==> config.mk <==
export PLATFORM = sky130hd
export DESIGN_NAME = fsm_quicksort_packetizer_flat
export DESIGN_NICKNAME = d
export VERILOG_FILES = /design/src/rtl/fsm_quicksort_packetizer_if.sv /design/src/rtl/fsm_quicksort_packetizer.sv /design/src/flat_wrapper.sv
export SDC_FILE = /design/constraint.sdc
export NUM_CORES = 1
export LEC_CHECK = 0
export BUFFER_PORTS_ARGS = -buffer_cell sky130_fd_sc_hd__buf_2
export CORE_MARGIN = 3
export CORE_UTILIZATION = 50
export CTS_CLUSTER_SIZE = 30
export DETAILED_ROUTE_END_ITERATION = 10
export PLACE_DENSITY = 0.77
export SLEW_MARGIN = 20
export SYNTH_ARGS = -nofsm -noshare
export SYNTH_HDL_FRONTEND = slang
export SYNTH_SLANG_ARGS = --single-unit
==> constraint.sdc <==
create_clock -name clk -period 2 [get_ports clk]
set_input_delay 0.1 -clock clk [delete_from_list [all_inputs] [get_ports clk]]
set_output_delay 0.1 -clock clk [all_outputs]
set_load 0.05 [all_outputs]
==> src/rtl/fsm_quicksort_packetizer_if.sv <==
// Word-stream handshake bundle for the quicksort packetizer.
//   in_vld/in_dat/in_flush : producer word stream and packet-close request
//   in_rdy                 : packetizer can take the input word this cycle
//   out_vld/out_sop/out_eop/out_dat : framed word stream toward the sorter
//   out_rdy                : downstream accepts the output word
// slave  = packetizer side, master = producer/consumer (bench) side.
interface fsm_quicksort_packetizer_if #(
  parameter int W = 32
);
  logic         in_vld;
  logic [W-1:0] in_dat;
  logic         in_flush;
  logic         in_rdy;
  logic         out_vld;
  logic         out_sop;
  logic         out_eop;
  logic [W-1:0] out_dat;
  logic         out_rdy;

  modport slave (
    input  in_vld, in_dat, in_flush, out_rdy,
    output in_rdy, out_vld, out_sop, out_eop, out_dat
  );

  modport master (
    output in_vld, in_dat, in_flush, out_rdy,
    input  in_rdy, out_vld, out_sop, out_eop, out_dat
  );
endinterface

==> src/rtl/fsm_quicksort_packetizer.sv <==
// Transmit-side framer: packs an unframed word stream into packets of
// 1..N words with sop/eop. One word is parked in a hold stage until its
// eop is known, so out_eop is correct the first cycle a word is shown.
// Ports:
//   clk, rst : clock, synchronous active-high reset
//   io       : handshake bundle (slave modport), all out_* registered
//   busy     : a word is held or an output word is pending
module fsm_quicksort_packetizer #(
  parameter int N = 16,
  parameter int W = 32
) (
  input  logic clk,
  input  logic rst,
  fsm_quicksort_packetizer_if.slave io,
  output logic busy
);
  localparam int PW = $clog2(N);

  // Hold stage occupancy; a resolved held word is always an eop word, so
  // hold_eop is implied by H_RES.
  typedef enum logic [1:0] {H_EMPTY, H_UNRES, H_RES} hold_e;

  hold_e         hold_q, hold_d;
  logic [W-1:0]  hold_dat_q, hold_dat_d;
  logic          hold_sop_q, hold_sop_d;
  logic [PW-1:0] pos_q, pos_d;
  logic          out_vld_q, out_vld_d;
  logic          out_sop_q, out_sop_d;
  logic          out_eop_q, out_eop_d;
  logic [W-1:0]  out_dat_q, out_dat_d;

  logic out_free, in_rdy, acc, flush_sa, new_res, xfer;

  always_comb begin
    out_free = !out_vld_q || io.out_rdy;
    in_rdy   = (hold_q == H_EMPTY) || out_free;
    acc      = io.in_vld && in_rdy;
    flush_sa = io.in_flush && !io.in_vld;
    new_res  = (pos_q == PW'(N - 1)) || io.in_flush;
    // Resolved word leaves when output frees; an accept always displaces
    // whatever is held (in_rdy already guarantees out_free then).
    xfer     = ((hold_q == H_RES) && out_free) || (acc && (hold_q != H_EMPTY));

    hold_d     = hold_q;
    hold_dat_d = hold_dat_q;
    hold_sop_d = hold_sop_q;
    pos_d      = pos_q;
    out_vld_d  = out_vld_q;
    out_sop_d  = out_sop_q;
    out_eop_d  = out_eop_q;
    out_dat_d  = out_dat_q;

    if (xfer) begin
      out_vld_d = 1'b1;
      out_sop_d = hold_sop_q;
      out_eop_d = (hold_q == H_RES);  // displaced unresolved word gets eop=0
      out_dat_d = hold_dat_q;
    end else if (io.out_rdy) begin
      out_vld_d = 1'b0;
    end

    if (acc) begin
      hold_d     = new_res ? H_RES : H_UNRES;
      hold_dat_d = io.in_dat;
      hold_sop_d = (pos_q == '0);
      pos_d      = new_res ? '0 : pos_q + PW'(1);
    end else begin
      if (xfer)
        hold_d = H_EMPTY;
      else if (flush_sa && hold_q == H_UNRES)
        hold_d = H_RES;
      if (flush_sa)
        pos_d = '0;
    end
  end

  always_ff @(posedge clk) begin
    if (rst) begin
      hold_q     <= H_EMPTY;
      hold_dat_q <= '0;
      hold_sop_q <= 1'b0;
      pos_q      <= '0;
      out_vld_q  <= 1'b0;
      out_sop_q  <= 1'b0;
      out_eop_q  <= 1'b0;
      out_dat_q  <= '0;
    end else begin
      hold_q     <= hold_d;
      hold_dat_q <= hold_dat_d;
      hold_sop_q <= hold_sop_d;
      pos_q      <= pos_d;
      out_vld_q  <= out_vld_d;
      out_sop_q  <= out_sop_d;
      out_eop_q  <= out_eop_d;
      out_dat_q  <= out_dat_d;
    end
  end

  assign io.in_rdy  = in_rdy;
  assign io.out_vld = out_vld_q;
  assign io.out_sop = out_sop_q;
  assign io.out_eop = out_eop_q;
  assign io.out_dat = out_dat_q;
  assign busy       = (hold_q != H_EMPTY) || out_vld_q;
endmodule

==> src/flat_wrapper.sv <==
// flat-port wrapper written by rule: the top's interface ports become plain ports
module fsm_quicksort_packetizer_flat 
#(
  parameter int N = 16,
  parameter int W = 32
)
  (clk, rst, busy, io_in_vld, io_in_dat, io_in_flush, io_out_rdy, io_in_rdy, io_out_vld, io_out_sop, io_out_eop, io_out_dat);
  fsm_quicksort_packetizer_if #(.W(W)) io_i ();
  input  logic clk;
  input  logic rst;
  output logic busy;
  input wire logic [$bits(io_i.in_vld)-1:0] io_in_vld;
  input wire logic [$bits(io_i.in_dat)-1:0] io_in_dat;
  input wire logic [$bits(io_i.in_flush)-1:0] io_in_flush;
  input wire logic [$bits(io_i.out_rdy)-1:0] io_out_rdy;
  output wire logic [$bits(io_i.in_rdy)-1:0] io_in_rdy;
  output wire logic [$bits(io_i.out_vld)-1:0] io_out_vld;
  output wire logic [$bits(io_i.out_sop)-1:0] io_out_sop;
  output wire logic [$bits(io_i.out_eop)-1:0] io_out_eop;
  output wire logic [$bits(io_i.out_dat)-1:0] io_out_dat;
  assign io_i.in_vld = io_in_vld;
  assign io_i.in_dat = io_in_dat;
  assign io_i.in_flush = io_in_flush;
  assign io_i.out_rdy = io_out_rdy;
  assign io_in_rdy = io_i.in_rdy;
  assign io_out_vld = io_i.out_vld;
  assign io_out_sop = io_i.out_sop;
  assign io_out_eop = io_i.out_eop;
  assign io_out_dat = io_i.out_dat;
  fsm_quicksort_packetizer #(.N(N), .W(W)) u_core (.clk(clk), .rst(rst), .io(io_i), .busy(busy));
endmodule
After elaboration in Yosys (flattened, before gate mapping)
Index checks and enable logic that the tools add are counted.
Storage, ports and cells
  register bits after elaboration: 74
  bits of input ports: 37
  word-level logic and storage cells: 39
Cells by class
  add/subtract/negate cells: 1
  equal/unequal tests: 3
  muxes and demuxes: 9
  reductions and logical operators: 18
Operators by type and width (number)
  4-bit two-way mux: 3
  2-bit two-way mux: 4
  2-bit nonzero test: 3
  1-bit logical AND: 5
  1-bit logical OR: 5
  4-bit by 1-bit adder with 4-bit output (second input constant): 1
  4-bit equality test (second input constant): 1
  4-bit logical NOT: 1
  3-bit nonzero test: 1
  2-bit by 1-bit equality test with 1-bit output (second input constant): 1
  2-bit equality test (second input constant): 1
  1-bit logical NOT: 2
  2-bit logical NOT: 1
  1-bit two-way mux: 2

Logic depth before layout (Yosys ltp)
  depth after elaboration: 8
  depth in mapped cells: 7
  depth with buffers taken out: 5

Least setup slack after synthesis
Ideal clock, no wire load.
  path kind: register to register
  start: register u_core.out_vld_q (netlist: u_core.io.out_vld)
  end: register u_core.pos_q[2]
  arrival time: 1643 ps
  setup slack: 299 ps
  stages on the path, launching flop included: 6
  buffers on the path: 1
  clock period less this slack: 1701 ps
  cells stage by stage: dfxtp_1 -> nand2b_1 -> buf_2 -> or2_2 -> o21ai_0 -> a31o_2
Between the ends
  cells in the longest elaborated chain, start to end: 5
Ends and longest elaborated chain
  start, declared: RTL line fsm_quicksort_packetizer.sv:27  | logic out_vld_q, out_vld_d;
  start signal, assigned: RTL line fsm_quicksort_packetizer.sv:92  | out_vld_q <= out_vld_d;
  1-bit logical NOT (*): RTL line fsm_quicksort_packetizer.sv:35  | out_free = !out_vld_q || io.out_rdy;
  1-bit logical OR (*): RTL line fsm_quicksort_packetizer.sv:35
  1-bit logical OR (*): RTL line fsm_quicksort_packetizer.sv:36  | in_rdy = (hold_q == H_EMPTY) || out_free;
  via io_in_rdy: RTL line flat_wrapper.sv:16  | output wire logic [$bits(io_i.in_rdy)-1:0] io_in_rdy;
  1-bit logical AND (*): RTL line fsm_quicksort_packetizer.sv:37  | acc = io.in_vld && in_rdy;
  4-bit two-way mux or 2-bit nonzero test (tied branches)
  end signal, assigned: RTL line fsm_quicksort_packetizer.sv:91  | pos_q <= pos_d;
  end, declared: RTL line fsm_quicksort_packetizer.sv:26  | logic [PW-1:0] pos_q, pos_d;
The timed path passes the listed nets; every way through them passes the cells marked *.
A chain may end at the register's enable or synchronous reset.

Worst setup path after layout
  start: register u_core.hold_q[1]
  end: register u_core.hold_dat_q[28]
Between the ends
  cells in the longest elaborated chain, start to end: 3
Ends and longest elaborated chain
  start, declared: RTL line fsm_quicksort_packetizer.sv:23  | hold_e hold_q, hold_d;
  start signal, assigned: RTL line fsm_quicksort_packetizer.sv:88  | hold_q <= hold_d;
  2-bit logical NOT: RTL line fsm_quicksort_packetizer.sv:36
  1-bit logical OR: RTL line fsm_quicksort_packetizer.sv:36
  1-bit logical AND: RTL line fsm_quicksort_packetizer.sv:37
  end signal, assigned: RTL line fsm_quicksort_packetizer.sv:89  | hold_dat_q <= hold_dat_d;
  end, declared: RTL line fsm_quicksort_packetizer.sv:24  | logic [W-1:0] hold_dat_q, hold_dat_d;
Every way passes these cells.

==> key figures <==
Status
  – Outcome: completed

Placed design
  – Global placer's final weighted congestion: between 0.8 and 0.9
  – DPL Wire Length: 4140 um
  – Pre-CTS WS: 0.307 ns
  – Cells after DPL: 472
  – Port bufs: between 70 and 80

Yosys
  – Synth cell types: 32
  – Sequential share of the synthesized area: roughly 55%
  – Cell count after synthesis: 343
  – Syn_nets: 382
  – Yosys warnings: 0
  – Mapped Area: 2720 um^2
  – Synth Register Bits: 74
  – Syn Area/Cell: 7.92 um^2

Floorplan
  – Site Rows: 26
  – Starting Density: a little over half
  – DIE AREA: 6360 um^2
  – Die Span Y: 79.7 um
  – # IOs: 74
  – Core area: 5170 um^2
  – DIE WIDTH: 79.7 um

STA
  – RSZ-0062 raised after global routing: no
  – Final TNS setup: 0 ns
  – Final Worst Setup Slack: 0.316 ns
  – Slew headroom: 59.3%
  – Clock period minus worst slack: 1.68 ns
  – Post-Route Skew: 0.00892 ns
  – Final period util: 84.2%
  – Endpoints failing hold: 0
  – Slew Limit Fails: 0
  – Fmax: 594 MHz
  – Worst Tran Pin Value: 0.610 ns
  – Setup-failing EPs final: 0

Routing
  – Vias per cell: between 5 and 6
  – Final WL: 6470 um
  – Drt pass-1 iters: 5
  – DRC Markers: 0
  – Antenna-violating nets left: 0
  – Iter 0 DRT Violations: 115
  – Routed len/inst: 12.7 um
  – Vias: 2546

Setup path
  – Crit path buf inv count: 1
  – Req. time, crit path: 2.27 ns
  – CP top delay family: compound AO/OA/AOI/OAI gates
  – Worst-path cell chain: nor2_1 -> o21a_1 -> buf_4 -> nand2_1 -> a21oi_1
  – R2r setup slk: roughly 0.32 ns
  – Critical Path Start Type: flop
  – Type of the worst setup path: flop to flop
  – Critical Path Slowest Stage Cell: o21a_1
  – Worst setup EP type: flop
  – Crit-path max FO: 14
  – Worst Path Arrival: 1.96 ns
  – Largest stage delay, worst path: roughly 0.47 ns

Finish
  – Layout cells sized above 1: 23.9%
  – Ant diodes: 0
  – Nets: 473
  – Area Overhead vs Synth: 32.6%
  – Post-route insts no fill: 509

Hold path
  – Hold/Removal Path Class: input pin to flop

Power and ir drop
  – Static Leak: 0.00153 uW
  – PD cells: about 960 nW/um^2
  – Total power: 3450 uW
  – Max IR drop VDD: 0.565 mV

Global route
  – GRT overflow: 0
  – GR Util All Layers: a little over a fifth
  – Vias in the first global route: around 2300
  – Largest net degree at the start of global routing: 22
  – First-pass GRT wire length: 10600 um
  – Initial antenna violation count: 0

Clocking
  – CTS Sinks: 74
  – Worst-Skew Late Latency: ~0.34 ns
  – TritonCTS Buffers: 9
  – CTS root buffer: clkbuf_8
  – TritonCTS clock tree: built
  – Worst-path clk slew: 0.07 ns
  – Max Buffers Root-to-Sink: 2
  – Htree depth: 3

Flow run
  – Max Cap Viol: 0
## report_power, final
part	internal [uW]	switching, uW
Clock	898	537
Combinational	149	283
Sequential	1540	39.0
Total	2590	858
## kinds of logic after synthesis
logic type                 Yosys count  synth area share (%)
adders and majority gates            2                 0.921
AOI/OAI and AO/OA                   86                  17.3
DFF                                 74                  54.5
buffers and inverters               30                  5.39
and+or+nand+nor                    150                  21.5
muxes                                1                 0.414
## through the flow
step | utilization, % | hold slack (ns) | cell area, um^2
after floorplan | - | 0.236 | 2720
after global placement | 60.7 | 0.340 | 3140
after detailed placement | 60.7 | 0.346 | 3140
after CTS | 69.6 | 0.00193 | 3600
after global routing | 69.6 | 0.0125 | 3600
final | 69.6 | 0.00464 | 3600
## cells in the mapped netlist
master / count / share of area, %
nand3_1: 4 / 0.74
a31o_2: 1 / 0.32
a21oi_2: 1 / 0.32
dfxtp_1: 74 / 55
o31ai_1: 1 / 0.28
clkinv_2: 1 / 0.18
nand2b_1: 1 / 0.23
or3_1: 1 / 0.23
and2_1: 1 / 0.23
or4_1: 1 / 0.28
o311a_1: 1 / 0.37
buf_2: 11 / 2.0
o21a_1: 1 / 0.28
a41oi_1: 1 / 0.32
a31oi_1: 1 / 0.23
o211ai_1: 2 / 0.55
o21ai_1: 1 / 0.18
or2_2: 1 / 0.23
a2bb2oi_1: 1 / 0.32
a21oi_1: 71 / 13
inv_2: 1 / 0.14
nand4_1: 1 / 0.23
inv_1: 4 / 0.55
nand2_1: 135 / 19
a211o_1: 1 / 0.32
nor2_1: 5 / 0.69
clkbuf_1: 8 / 1.1
o21ai_0: 2 / 0.37
mux2_2: 1 / 0.41
ha_1: 2 / 0.92
a2111oi_0: 1 / 0.32
buf_4: 5 / 1.4
## routing by layer
metal	track usage, %	up-vias	routed length [um]
li1	-	1301	-
met1	26.0	1161	2670
met2	36.6	72	3360
met3	3.95	12	333
met4	11.2	0	116
met5	0	-	0
## registers in the layout (all words and copies together) (netlist names)
name,count
u_core.hold_dat_q,32
u_core.io.out_dat,32
u_core.pos_q,4
u_core.hold_q,2
u_core.hold_sop_q,1
u_core.io.out_eop,1
u_core.io.out_sop,1
u_core.io.out_vld,1
## final timing paths
| path | startpoint | endpoint | cells after the start |
|---|---|---|---|
| setup / recovery | u_core.hold_q[1] | u_core.hold_dat_q[28] | 5 |
| hold / removal | io_in_dat[1] | u_core.hold_dat_q[1] | 3 |
| hold reg to reg | u_core.hold_dat_q[17] | u_core.io.out_dat[17] | 2 |
| setup reg to reg | u_core.hold_q[1] | u_core.hold_dat_q[28] | 5 |
## cell type report
type                       instances  area, um^2
fill                             436        1570
sequential                        74        1480
multi-input combinational        239        1090
timing repair buffer             104         663
clock buffer                      12         155
clock inverter                     4        97.6
tap                               70        87.6
inverter                           6        23.8
## timing repair
item | in CTS | in global routing
buffers inserted | 0 | 0
resized for setup | 0 | 0
hold endpoints to repair | 21 | 0
hold buffers | 21 | 0
## worst register-to-register path, cell delays in order, from the launching register on
cell	delay (ns)
dfxtp_1	0.37
nor2_1	0.27
o21a_1	0.47
buf_4	0.30
nand2_1	0.09
a21oi_1	0.13
## layout by cell type, fill, tap and decap left out, drive strengths merged, types with 2 or more instances in the layout
cell type	count
nand3	4
nor2	5
inv	5
nand2	135
bufinv	3
ha	2
a21oi	72
buf	83
dfxtp	74
o211ai	2
dlygate4sd3	21
o21ai	3
clkbuf	12
(Power assumes the default switching activity.)
